===== src/rtl/sync_fifo_lvl.sv =====
// Synchronous register-array FIFO with fill level, almost-full/empty thresholds,
// sticky overflow/underflow flags and a read-valid strobe. Define FIFO_FLUSH_EN to add flush_i.
module sync_fifo_lvl #(
    parameter int DWIDTH   = 8,
    parameter int AWIDTH   = 4,
    parameter int AF_LEVEL = 14,
    parameter int AE_LEVEL = 2
) (
    input  logic              clk,
    input  logic              reset,
    input  logic              we_i,
    input  logic [DWIDTH-1:0] data_i,
    input  logic              re_i,
    output logic [DWIDTH-1:0] data_o,
    output logic              valid_o,
    output logic [AWIDTH:0]   fill_o,
    output logic              empty_o,
    output logic              full_o,
    output logic              almost_full_o,
    output logic              almost_empty_o,
    output logic              overflow_o,
    output logic              underflow_o,
    input  logic              clr_err_i
`ifdef FIFO_FLUSH_EN
    ,
    input  logic              flush_i
`endif
);

    localparam int DEPTH = 1 << AWIDTH;

    localparam logic [AWIDTH:0]   FILL_FULL = (AWIDTH+1)'(DEPTH);
    localparam logic [AWIDTH:0]   AF_CNT    = (AWIDTH+1)'(AF_LEVEL);
    localparam logic [AWIDTH:0]   AE_CNT    = (AWIDTH+1)'(AE_LEVEL);
    localparam logic [AWIDTH:0]   FILL_ONE  = (AWIDTH+1)'(1);
    localparam logic [AWIDTH-1:0] PTR_ONE   = AWIDTH'(1);

    if (AF_LEVEL < 1 || AF_LEVEL > DEPTH) begin : g_af_level_range
        $error("sync_fifo_lvl: AF_LEVEL=%0d outside 1..%0d", AF_LEVEL, DEPTH);
    end
    if (AE_LEVEL < 0 || AE_LEVEL > DEPTH - 1) begin : g_ae_level_range
        $error("sync_fifo_lvl: AE_LEVEL=%0d outside 0..%0d", AE_LEVEL, DEPTH - 1);
    end

    logic [DWIDTH-1:0] mem [DEPTH];
    logic [AWIDTH-1:0] rd_ptr;
    logic [AWIDTH-1:0] wr_ptr;
    logic [AWIDTH:0]   fill_q;

    logic we_req;
    logic re_req;
    logic rd_acc;
    logic wr_acc;

    // A flush swallows the cycle's requests, so they neither move data nor raise errors.
`ifdef FIFO_FLUSH_EN
    assign we_req = we_i & ~flush_i;
    assign re_req = re_i & ~flush_i;
`else
    assign we_req = we_i;
    assign re_req = re_i;
`endif

    assign rd_acc = re_req & ~empty_o;
    assign wr_acc = we_req & (~full_o | rd_acc);

    assign fill_o         = fill_q;
    assign empty_o        = (fill_q == '0);
    assign full_o         = (fill_q == FILL_FULL);
    assign almost_full_o  = (fill_q >= AF_CNT);
    assign almost_empty_o = (fill_q <= AE_CNT);

    always_ff @(posedge clk) begin
        if (wr_acc) begin
            mem[wr_ptr] <= data_i;
        end
    end

    always_ff @(posedge clk or posedge reset) begin
        if (reset) begin
            rd_ptr      <= '0;
            wr_ptr      <= '0;
            fill_q      <= '0;
            data_o      <= '0;
            valid_o     <= 1'b0;
            overflow_o  <= 1'b0;
            underflow_o <= 1'b0;
        end else begin
            // A new error event outranks a simultaneous clear.
            overflow_o  <= (overflow_o  & ~clr_err_i) | (we_req & ~wr_acc);
            underflow_o <= (underflow_o & ~clr_err_i) | (re_req & ~rd_acc);
`ifdef FIFO_FLUSH_EN
            if (flush_i) begin
                rd_ptr  <= '0;
                wr_ptr  <= '0;
                fill_q  <= '0;
                valid_o <= 1'b0;
            end else
`endif
            begin
                valid_o <= rd_acc;
                if (rd_acc) begin
                    data_o <= mem[rd_ptr];
                    rd_ptr <= rd_ptr + PTR_ONE;
                end
                if (wr_acc) begin
                    wr_ptr <= wr_ptr + PTR_ONE;
                end
                case ({wr_acc, rd_acc})
                    2'b10:   fill_q <= fill_q + FILL_ONE;
                    2'b01:   fill_q <= fill_q - FILL_ONE;
                    default: fill_q <= fill_q;
                endcase
            end
        end
    end

endmodule


===== config.mk =====
export PLATFORM = sky130hd
export DESIGN_NAME = sync_fifo_lvl
export DESIGN_NICKNAME = d
export VERILOG_FILES = /design/src/rtl/sync_fifo_lvl.sv
export SDC_FILE = /design/constraint.sdc
export NUM_CORES = 1
export LEC_CHECK = 0
export ABC_AREA = 1
export CAP_MARGIN = 15
export CORE_MARGIN = 2
export CORE_UTILIZATION = 40
export CTS_CLUSTER_DIAMETER = 100
export DETAILED_ROUTE_END_ITERATION = 16
export GPL_TIMING_DRIVEN = 0
export PLACE_DENSITY = 0.55
export SYNTH_ARGS = -nofsm -noshare
export SYNTH_HDL_FRONTEND = slang
export SYNTH_SLANG_ARGS = --single-unit

===== constraint.sdc =====
create_clock -name clk -period 2.5 [get_ports clk]
set_input_delay 0.75 -clock clk [delete_from_list [all_inputs] [get_ports clk]]
set_output_delay 0.75 -clock clk [all_outputs]
set_load 0.02 [all_outputs]

---- After elaboration in Yosys (flattened, before gate mapping) ----
Memory sizes are Yosys's and may differ from the RTL's. A register that Yosys moved wholly into a read port is not among the register bits.
Cells that the tools add are included.
operators by class
  bitwise operators ....................... 14
  reduce and logical (&&, ||, !) cells .... 2
  eq/ne operators ......................... 3
  muxes and demuxes ....................... 3
  order comparisons ....................... 2
  add/subtract/negate cells ............... 4
operator list
  cell                                                                number
  one-hot mux 5 bit (2 select lines)                                  1
  adder 4 x 1 -> 4 bit (second input constant)                        2
  AND 1 bit                                                           6
  adder 5 x 1 -> 5 bit (second input constant)                        1
  equality test 5 bit (second input constant)                         1
  greater-or-equal comparator 5 x 4 -> 1 bit (second input constant)  1
  less-or-equal comparator 5 x 2 -> 1 bit (second input constant)     1
  zero test 5 bit                                                     1
  NOT 1 bit                                                           5
  subtractor 5 x 1 -> 5 bit (second input constant)                   1
  bitwise OR 1 bit                                                    3
  equality test 2 x 1 -> 1 bit (second input constant)                1
  equality test 2 bit (second input constant)                         1
  2-to-1 mux 1 bit                                                    2
  nonzero test 2 bit                                                  1
word-level totals
  memories kept ........................... 1
  flip-flop bits (word level) ............. 16
  bits in writable memories ............... 128
  output and inout bits ................... 20
memories
  name  depth  bits a word  read ports  clocked after memory_dff  wr ports  RTL line  text
  mem   16     8            1           1                         1         45        logic [DWIDTH-1:0] mem [DEPTH];

---- Depth between registers and ports, before layout ----
Gate-level depths: netlist (run 1).
  depth in word-level cells ............... 8
  gate-level depth with buffers ........... 14
  gate-level depth less buffers ........... 14

---- Least setup slack after synthesis (run 1) ----
No wires, ideal clock.
  kind .................................... reg2out
  from .................................... reg fill_q[0], in the netlist fill_o[0]
  to ...................................... out almost_empty_o
  buffers on the path ..................... 0
  stages on the path, launching flop included .. 2
  arrival time ............................ 1.696 ns
  required time ........................... 1.750 ns
  slack ................................... 0.054 ns
  path through ............................ dfrtp_1 > a2111oi_0
on the way
  word-level cells in the longest chain between the ends .. 1
ends and longest elaborated chain
  element                                  RTL line  text
  from (decl)                              48        logic [AWIDTH:0] fill_q;
  from (signal assigned)                   110       2'b10: fill_q <= fill_q + FILL_ONE;
  from (signal assigned)                   111       2'b01: fill_q <= fill_q - FILL_ONE;
  from (signal assigned)                   112       default: fill_q <= fill_q;
  less-or-equal comparator 5 x 2 -> 1 bit  71        assign almost_empty_o = (fill_q <= AE_CNT);
  to (decl)                                20        output logic almost_empty_o,
Every way passes these cells.

---- Worst setup path in the final report (run 1) ----
  from .................................... in re_i
  to ...................................... mem mem[13][7], enable pin
on the way
  word-level cells in the longest chain between the ends .. 5
ends and longest elaborated chain
  element                                 RTL line  text
  from (decl)                             13        input logic re_i,
  AND 1 bit                               64        assign rd_acc = re_req & ~empty_o;
  bitwise OR 1 bit                        65        assign wr_acc = we_req & (~full_o | rd_acc);
  AND 1 bit                               65
  2-to-1 mux 1 bit                        74        if (wr_acc) begin
  2-to-1 mux 1 bit (implied by the code)  75        mem[wr_ptr] <= data_i;
  to (decl)                               45
Every way passes these cells.

==> metrics.md, run 1 <==
| Metric | Value |
|---|---|
| Status | finished, final reports clean |
| Mapped Cells | roughly 650 |
| M1 GR Usage | 24.8% |
| Slew Limit Fails | 0 |
| Initial Utilization | ~41% |
| Leak | 0.00344 µW |
| Core area | 16500 µm² |
| Total wire length | 15600 µm |
| Max VDD drop | 0.560 mV |
| Die H | 134 µm |
| Placed Area | 7340 µm² |
| Adder-cell share of the synthesized area | around 1.8% |
| Number of port buffers | 32 |
| Unique masters post-synth | 28 |
| Initial antenna violation count | 0 |
| Critical Path RT | 2.55 ns |
| Hold Buf Count CTS | 0 |
| Setup crit end kind | flip-flop |
| IO Pins | 33 |
| Starting DRC count in detailed routing | 329 |
| Fill cells | 1491 |
| Vias in the first global route | 4469 |
| YS warnings | 0 |
| Syn Area/Cell | 10.5 µm² |
| Largest fanout on the critical path | 8 |
| Synth Area in Simple Gates | 20.6% |
| Post-route cell area | 8010 µm² |
| RSZ-0062 raised after global routing | true |
| GRT Util Overall | 18.6% |
| Syn_nets | 667 |
| Post-synth top area cell | edfxtp_1 |
| Max Clock Freq | 415 MHz |
| Gr busiest metal | met2 |
| Final Skew | 0.00695 ns |
| Initial DRT Pass Iterations | 5 |
| Register Area | between 4000 and 5000 µm² |
| Synth Flop Type | edfxtp_1 |
| Yosys reg bits | ~150 |
| Crit path arrival time | 2.46 ns |
| Max clock buf depth | 2 |
| Worst setup path class | in -> reg |
| Max_cap viols | 0 |
| Final Hold Vio Count | 0 |
| Slew margin rel. | a little over a third |
| Setup WS pre-CTS | -0.368 ns |
| CTS clk-pin slew, worst paths | ~0.06 ns |
| Multi-input gate area | between 1500 and 2000 µm² |
| Commonest non-fill, non-tap cell in the layout | nand2_1 |
| Largest net degree at the start of global routing | 25 |
| Sequential area share after synthesis | 65.9% |
| Synth Area in Compound Gates | roughly 1.9% |
| Vias | approximately 4.5k |
| Num CTS Buffers | 17 |
| Fraction of layout cells with a size suffix above 1 | 10.9% |
| Setup ws final | 0.0900 ns |
| CTS Sinks | 152 |
| Remaining antenna violation count | 0 |
| Chip width | roughly 130 µm |
| Setup bufs post-CTS | 0 |
| Via density | 4.86 |
| Tmin final | 2.41 ns |
| Htree depth | 4 |
| Global-route track usage on met2 | 30.3% |
| Grt total ovfl | 0 |
| Mapped Area | 6750 µm² |
| Die area | 17900 µm² |
| Post-Synth XOR/XNOR Area | approximately 1.3% |
| Diode count | 0 |
| CTS tree | done |
| Grt met3 use | 3.51% |
| Final period util | 96.4% |
| Dpl hpwl | 10700 µm |
| Drt wl/cell | roughly 17 µm |
| Final Net Count | 718 |
| Most frequent cells in the layout | nand2_1 (220), edfxtp_1 (128), inv_1 (88), nand3_1 (88), clkdlybuf4s50_1 (28) |
| Power Dens Cells | 1210 nW/µm² |
| Main area contributors after synthesis | edfxtp_1 (57%), nand2_1 (12%), dfrtp_1 (8.9%) |
| Crit start category | input pin |
| Worst min path class | reg -> reg |
| Worst Tran Pin Value | 0.974 ns |
| DRC Markers | 0 |
| Multiplexer share of the synthesized area | 0% |
| First-pass GRT wire length | 24600 µm |
| Root Driver | clkbuf_16 |
| Clk_lat worst skew | between 0.4 and 0.5 ns |
| RD Place Congestion | 0.827 |
| Final setup vio count | 0 |
| Layout area overhead | 18.7% |
| EDFF count, synth | about 130 |
| Cell Rows | 47 |
| Largest family of logic cells by synthesized area | simple AND/OR/NAND/NOR gates |
| Fraction of registers with async set/reset | roughly 16% |
| Synth top area share | 57.0% |
-- flip-flops by register name, indices dropped and copies added (netlist names) --
name,flops
valid_o,1
data_o,8
overflow_o,1
fill_o,5
wr_ptr,4
underflow_o,1
rd_ptr,4
mem,128
-- layout make-up --
cell class	instances	share of cell area (%)
multi-input cells	371	21.8
inverters	95	4.45
clock inverters	14	2.78
clock buffers	18	5.36
repair buffers	32	3.97
well taps	220	3.44
flip-flops and latches	152	55.5
plain buffers	27	2.75
-- cells in the mapped netlist, types with 2 or more instances --
cell type  count
a21oi_1        2
nand2_1      220
o21ai_1        3
o211ai_1       8
nor2_1        17
edfxtp_1     128
o22ai_1        2
nand2_2        4
inv_1         88
clkinv_1       2
o21ai_0        3
buf_4          2
buf_6         13
dfrtp_1       24
inv_2          5
nand3_1       88
ha_1           8
xor2_1         8
buf_2         11
-- worst max-delay path: stages --
cell and delay (ns):
clkdlybuf4s50_1 0.51, inv_1 0.07, nand2_2 0.08, nand2_2 0.09
inv_2 0.14, nand2_1 0.16, nor2_1 0.65
-- routing by layer --
layer  up-vias  share of wire [%]
met5         -                  0
met4         0                2.2
met3        25                3.8
met2       109                 48
met1      2180                 46
li1       2201                  -
-- cell families after synthesis --
kind of cell    Yosys count
compound gates           20
simple gates            333
xor+xnor                  9
buf+inv                 122
fa+ha+maj                 9
flops                   152
-- where the power goes --
part | internal (µW) | leakage [µW] | switching (µW)
Clock | 1780 | 0.000311 | 1030
Sequential | 3140 | 0.00145 | 216
Combinational | 1220 | 0.00168 | 2270
-- final timing paths --
path	start	endpoint	slack (ns)	cells past startpoint
worst max-delay path	re_i	mem[13][7]	0.09	7
max in group asynchronous	reset	data_o[7]	1.05	2
worst min register to register	data_o[2]	data_o[2]	0.48	2
worst min-delay path	data_o[2]	data_o[2]	0.48	2
min in group asynchronous	reset	underflow_o	0.85	2
worst max register to register	fill_o[1]	mem[13][7]	0.23	8
-- what timing repair did --
item / in CTS / in global routing
endpoints found under the hold margin: 0 / 0
cloned: 0 / 0
gates resized for setup: 8 / 6
setup endpoints to repair: 4 / 48
-- through the flow --
stage | setup TNS, ns | hold WS [ns] | utilization [%] | cells | power (µW)
floorplan | 0 | 0.558 | - | 645 | 5650
global placement | -27.37 | 0.466 | 44.4 | 897 | 6800
detailed placement | -34.83 | 0.467 | 44.4 | 897 | 6860
CTS | 0 | 0.483 | 48.4 | 929 | 9660
global route | -0.602 | 0.513 | 48.5 | 929 | 10200
finish | 0 | 0.480 | 48.5 | 929 | 9660
Power figures use the tool's default switching activity.
==> inputs of run 2 (changes only) <==
--- a/config.mk
+++ b/config.mk
@@ -6,12 +6,13 @@
 export NUM_CORES = 1
 export LEC_CHECK = 0
 export ABC_AREA = 1
-export CAP_MARGIN = 15
+export CORE_ASPECT_RATIO = 1.25
 export CORE_MARGIN = 2
 export CORE_UTILIZATION = 40
 export CTS_CLUSTER_DIAMETER = 100
 export DETAILED_ROUTE_END_ITERATION = 16
 export GPL_TIMING_DRIVEN = 0
+export HOLD_SLACK_MARGIN = 0.05
 export PLACE_DENSITY = 0.55
 export SYNTH_ARGS = -nofsm -noshare
 export SYNTH_HDL_FRONTEND = slang
==> metrics.md, run 2 (same netlist as run 1, synthesis figures left out) <==
| Metric | Value |
|---|---|
| Chip width | 120 µm (-10%) |
| First-pass GRT wire length | 25400 µm (+3.1%) |
| Top Layer Used | met4 |
| IO Pins | 33 (unchanged) |
| Die area | 17900 µm² (about the same) |
| Routed wl met2 | 8840 µm (+19%) |
| Starting DRC count in detailed routing | 377 (+15%) |
| Layout area overhead | 18.5% |
| Slew Limit Fails | 0 (unchanged) |
| Largest net degree at the start of global routing | 25 (unchanged) |
| Setup ws final | 0.0330 ns (-0.0570 ns) |
| Setup bufs post-CTS | 0 (unchanged) |
| Setup crit end kind | flip-flop |
| Vias in the first global route | 4543 (+1.7%) |
| Slew margin rel. | 36.0% (+1.0 points) |
| TNS Setup | 0 ns (unchanged) |
| Largest fanout on the critical path | 8 (unchanged) |
| Grt total ovfl | 0 (unchanged) |
| Die H | 149 µm (+11%) |
| Final period util | 98.7% (+2.3 points) |
| Critical Path RT | 2.55 ns (about the same) |
| Reg with most FFs | mem |
| Tmin final | 2.47 ns (+0.0570 ns) |
| Root Driver | clkbuf_16 |
| Htree depth | 4 (unchanged) |
| Hold WS | 0.486 ns (+0.00644 ns) |
| Num CTS Buffers | 17 (unchanged) |
| Max VDD drop | 0.492 mV (-12%) |
| CTS Sinks | 152 (unchanged) |
| Fraction of layout cells with a size suffix above 1 | 10.7% (-0.14 points) |
| RD Place Congestion | 0.926 (+12%) |
| Leak | 0.00343 µW (-0.10%) |
| Power Dens Cells | 1200 nW/µm² (-0.49%) |
| Setup WS pre-CTS | -0.402 ns (-0.0339 ns) |
| Placed Area | 7340 µm² (unchanged) |
| Final Net Count | 718 (unchanged) |
| Max Clock Freq | 405 MHz (-2.3%) |
| Initial DRT Pass Iterations | 5 (unchanged) |
| RSZ-0062 raised after global routing | true |
| Max_cap viols | 0 (unchanged) |
| GRT Util Overall | 19.5% (+0.87 points) |
| Clk_lat worst skew | 0.42 ns (about the same) |
| Dpl hpwl | 11300 µm (+4.7%) |
| Worst setup path class | in -> reg |
| Status | finished, final reports clean |
| Max clock buf depth | 2 (unchanged) |
| Total wire length | 16200 µm (+3.6%) |
| Drt wl/cell | 17.4 µm (+3.6%) |
| Initial Utilization | 40.5% (-0.29 points) |
| DRC Markers | 0 (unchanged) |
| Crit start category | input pin |
| Number of port buffers | 32 (unchanged) |
| Wl on met1 | 6360 µm (-12%) |
| Max reg flops | 128 (unchanged) |
| CTS clk-pin slew, worst paths | 0.06 ns (about the same) |
| Post-route cell area | 7990 µm² (-0.19%) |
| CTS tree | done |
| Initial antenna violation count | 0 (unchanged) |
| Final Skew | 0.00452 ns (-0.00243 ns) |
| Commonest non-fill, non-tap cell in the layout | nand2_1 |
| Vias | 4541 (+0.58%) |
| Worst Tran Pin Value | 0.959 ns (-0.0157 ns) |
| Remaining antenna violation count | 0 (unchanged) |
| Core area | 16600 µm² (+0.73%) |
| PnR Total Power | 9600 µW (-0.68%) |
| Most frequent cells in the layout | nand2_1 (220), edfxtp_1 (128), inv_1 (88), nand3_1 (88), clkdlybuf4s50_1 (28) |
| Crit path arrival time | 2.51 ns (+0.05 ns) |
| Diode count | 0 (unchanged) |
| Cell Rows | 53 (+13%) |
| Routed wl met3 | 676 µm (+13%) |
| Via density | 4.89 (+0.58%) |
| Final Hold Vio Count | 0 (unchanged) |
| Worst min path class | reg -> reg |
| Final setup vio count | 0 (unchanged) |
## run 2: cell type report
class	count	area, µm²
Inverter	95	357
Multi-Input combinational cell	371	1750
Clock inverter	14	205
Buffer	27	220
Fill cell	1516	8650
Tap cell	220	275
Timing Repair Buffer	32	315
Sequential cell	152	4440
Clock buffer	18	429
## run 2: worst paths after layout
kind,start,endpoint,slack (ns),cells after the start
max in group asynchronous,reset,rd_ptr[1],1.06,2
max reg2reg,fill_o[1],mem[14][3],0.18,8
min reg2reg,data_o[1],data_o[1],0.49,2
min in group asynchronous,reset,data_o[2],0.85,2
min,data_o[1],data_o[1],0.49,2
max,re_i,mem[14][3],0.03,7
## run 2: stage by stage
stage | util (%) | cells
finish | 48.0 | 929
global route | 48.0 | 929
CTS | 47.9 | 929
detailed placement | 44.1 | 897
global placement | 44.1 | 897
floorplan | - | 645
## run 2: what timing repair did
action,in CTS,in global routing
hold buffers,0,0
endpoints found under the hold margin,0,0
endpoints found under the setup margin,4,62
gates resized for setup,4,9
## run 2: critical path, cell delays in order
cell             delay (ns)
clkdlybuf4s50_1        0.50
inv_1                  0.07
nand2_2                0.08
nand2_2                0.08
inv_2                  0.14
nand2_1                0.22
nor2_1                 0.65
## run 2: routing by layer
layer | up-vias | global-route usage (%)
li1 | 2196 | -
met1 | 2215 | 22.8
met2 | 111 | 34.9
met3 | 19 | 3.94
met4 | 0 | 7.47
met5 | - | 0
## run 2: where the power goes
part           switching [µW]  leakage [µW]  total [µW]  internal (µW)
Sequential                208       0.00145        3350           3140
Combinational            2270       0.00168        3490           1220
Clock                     998      0.000305        2760           1760
Total                    3480       0.00343        9600           6120
==> inputs of run 3 (changes only) <==
--- a/config.mk
+++ b/config.mk
@@ -7,13 +7,14 @@
 export LEC_CHECK = 0
 export ABC_AREA = 1
 export CORE_ASPECT_RATIO = 1.25
-export CORE_MARGIN = 2
+export CORE_MARGIN = 10
 export CORE_UTILIZATION = 40
 export CTS_CLUSTER_DIAMETER = 100
 export DETAILED_ROUTE_END_ITERATION = 16
 export GPL_TIMING_DRIVEN = 0
 export HOLD_SLACK_MARGIN = 0.05
 export PLACE_DENSITY = 0.55
+export SKIP_LAST_GASP = 1
 export SYNTH_ARGS = -nofsm -noshare
 export SYNTH_HDL_FRONTEND = slang
 export SYNTH_SLANG_ARGS = --single-unit
==> metrics.md, run 3 (same netlist as run 1, synthesis figures left out) <==
| Metric | Value |
|---|---|
| Status | finished, final reports clean |
| Final period util | 94.6% (-4.0 points) |
| Hold Buf Count CTS | 0 (unchanged) |
| Global-route track usage on met2 | 25.8% (-9.1 points) |
| Htree depth | 4 (unchanged) |
| RSZ-0062 raised after global routing | true |
| Max reg flops | 128 (unchanged) |
| Initial DRT Pass Iterations | 7 (+2) |
| Placed Area | 7340 µm² (unchanged) |
| CTS Sinks | 152 (unchanged) |
| WHS Path Cells | 2 (unchanged) |
| CTS clk-pin slew, worst paths | 0.06 ns (about the same) |
| Worst min path class | reg -> reg |
| Chip width | 136 µm (+13%) |
| Setup bufs post-CTS | 0 (unchanged) |
| Num CTS Buffers | 17 (unchanged) |
| Max Clock Freq | 423 MHz (+4.3%) |
| Register Area | 4450 µm² (about the same) |
| Final Net Count | 718 (unchanged) |
| Grt total ovfl | 0 (unchanged) |
| Largest net degree at the start of global routing | 25 (unchanged) |
| Setup crit end kind | output port |
| Diode count | 0 (unchanged) |
| Root Driver | clkbuf_16 |
| Crit path arrival time | 1.62 ns (-0.89 ns) |
| Max clock buf depth | 2 (unchanged) |
| Number of port buffers | 32 (unchanged) |
| Gate power share | 37.2% (+0.8 points) |
| Remaining antenna violation count | 0 (unchanged) |
| Worst setup path class | reg -> out |
| Crit start category | flip-flop |
| Die area | 22500 µm² (+25%) |
| Max_cap viols | 0 (unchanged) |
| P_int | 5830 µW (-4.8%) |
| Worst path bufs/invs | 2 (-1) |
| Starting DRC count in detailed routing | 355 (-5.8%) |
| Vias | 4412 (-2.8%) |
| M1 GR Usage | 17.5% (-5.3 points) |
| Via density | 4.75 (-2.8%) |
| Critical Path RT | 1.75 ns (-0.80 ns) |
| Commonest non-fill, non-tap cell in the layout | nand2_1 |
| Initial antenna violation count | 0 (unchanged) |
| Layout area overhead | 17.4% |
| RR Startpoint | fill_o[0] |
| Crit path depth | 4 (-3) |
| Max VDD drop | 0.643 mV (+31%) |
| Dpl hpwl | 11400 µm (+1.1%) |
| IO Pins | 33 (unchanged) |
| Sw Pwr | 3480 µW (about the same) |
| Worst Tran Pin Value | 0.940 ns (-0.0184 ns) |
| DRC Markers | 0 (unchanged) |
| Drt wl/cell | 17.0 µm (-2.7%) |
| Seq pwr share | 36.0% (+1.1 points) |
| CP max stage delay | 0.49 ns (-0.16 ns) |
| Clock network power share | 26.8% (-1.9 points) |
| CTS tree | done |
| Sw Share | 37.4% (+1.1 points) |
| Grt met3 use | 2.94% (-1.0 points) |
| Post-route cell area | 7920 µm² (-0.94%) |
| Largest delay share family, worst path | flip-flops |
| Slowest cell on crit path | dfrtp_1 |
| Initial Utilization | 40.4% (-0.16 points) |
| Crit-path cells | nor2_2, nand3_1, inv_2, dlygate4sd2_1 |
| HP Start | data_o[7] |
| Final setup vio count | 0 (unchanged) |
| GRT Util Overall | 14.7% (-4.8 points) |
| Most frequent cells in the layout | nand2_1 (220), edfxtp_1 (128), inv_1 (88), nand3_1 (88), clkdlybuf4s50_1 (28) |
| Largest fanout on the critical path | 6 (-2) |
| Vias in the first global route | 4518 (-0.55%) |
| Fill cells | 1578 (+4.1%) |
| First-pass GRT wire length | 24800 µm (-2.5%) |
| Leak | 0.00340 µW (-1.1%) |
| Final Skew | 0.00679 ns (+0.00227 ns) |
| Core area | 16700 µm² (+0.40%) |
| Hold WS | 0.481 ns (-0.00492 ns) |
| RD Place Congestion | 0.871 (-5.9%) |
| Final Hold Vio Count | 0 (unchanged) |
| Tmin final | 2.37 ns (-0.101 ns) |
| Multi-input gate area | 1730 µm² (-0.86%) |
| FF-to-FF path depth | 8 (unchanged) |
| Fraction of layout cells with a size suffix above 1 | 10.3% (-0.42 points) |
| Origin of the worst setup path | fill_o[0] |
| Die H | 165 µm (+11%) |
| Power Dens Cells | 1180 nW/µm² (-2.1%) |
| Gr busiest metal | met2 |
| TNS Setup | 0 ns (unchanged) |
| Reg with most FFs | mem |
| Cell Rows | 53 (unchanged) |
| Slew Limit Fails | 0 (unchanged) |
| Clk_lat worst skew | 0.42 ns (about the same) |
| Total wire length | 15800 µm (-2.7%) |
| Slew margin rel. | 37.2% (+1.2 points) |
[run 3: cell count changes in the layout (fill, tap and decap cells not counted), sizes merged]
cell and change:
clkinvlp +1, inv +4, clkinv -2, clkbuf +1, dlygate4sd2 -1, bufinv -3
[run 3: area by class of cell]
type / count / share of cell area (%)
sequential: 152 / 56.1
multi-input combinational: 371 / 21.9
clock buffer: 18 / 5.42
inverter: 95 / 4.50
timing repair buffer: 32 / 3.93
tap: 220 / 3.48
buffer: 27 / 2.78
clock inverter: 14 / 1.86
[run 3: worst paths after layout]
check                                  to  slack [ns]
worst max-delay path               full_o        0.13
worst min register to register  data_o[7]        0.48
worst min-delay path            data_o[7]        0.48
max in group asynchronous       fill_o[1]        1.01
worst max register to register  mem[5][2]        0.27
min in group asynchronous       data_o[7]        0.85
[run 3: through the flow]
stage,total power (µW),std cells,worst slack [ns],utilization [%]
after floorplan,5650,645,0.0541,-
after global placement,6810,897,-0.335,43.9
after detailed placement,6880,897,-0.348,43.9
after CTS,9340,929,0.0385,47.3
after global routing,9870,929,-0.00945,47.4
final,9300,929,0.134,47.4
[run 3: per-layer routing]
metal | share of wire, % | vias to the layer above
met1 | 43 | 2096
met4 | 1.9 | 0
li1 | - | 2194
met2 | 50 | 102
met3 | 4.8 | 20
met5 | 0 | -
[run 3: timing repair]
item | in CTS | in global routing
setup endpoints to repair | 4 | 20
gates resized for setup | 4 | 8
gates cloned | 0 | 0
pin swaps | 0 | 0
[run 3: worst reg2reg max path, cell delays in order, from the launching register on]
cell     delay (ns)
dfrtp_1        0.52
nor2_2         0.09
nand3_1        0.12
inv_2          0.05
nand2_2        0.06
nand2_2        0.08
inv_2          0.14
nand2_1        0.18
nor2_1         0.61
[run 3: power by group through the flow]
stage	Sequential (µW)	Combinational, µW	Clock (µW)
6_report	3350	3470	2490
5_1_grt	3390	3850	2620
4_1_cts	3350	3470	2510
3_5_place_dp	3400	3480	0
3_3_place_gp	3390	3420	0
2_1_floorplan	3480	2170	0
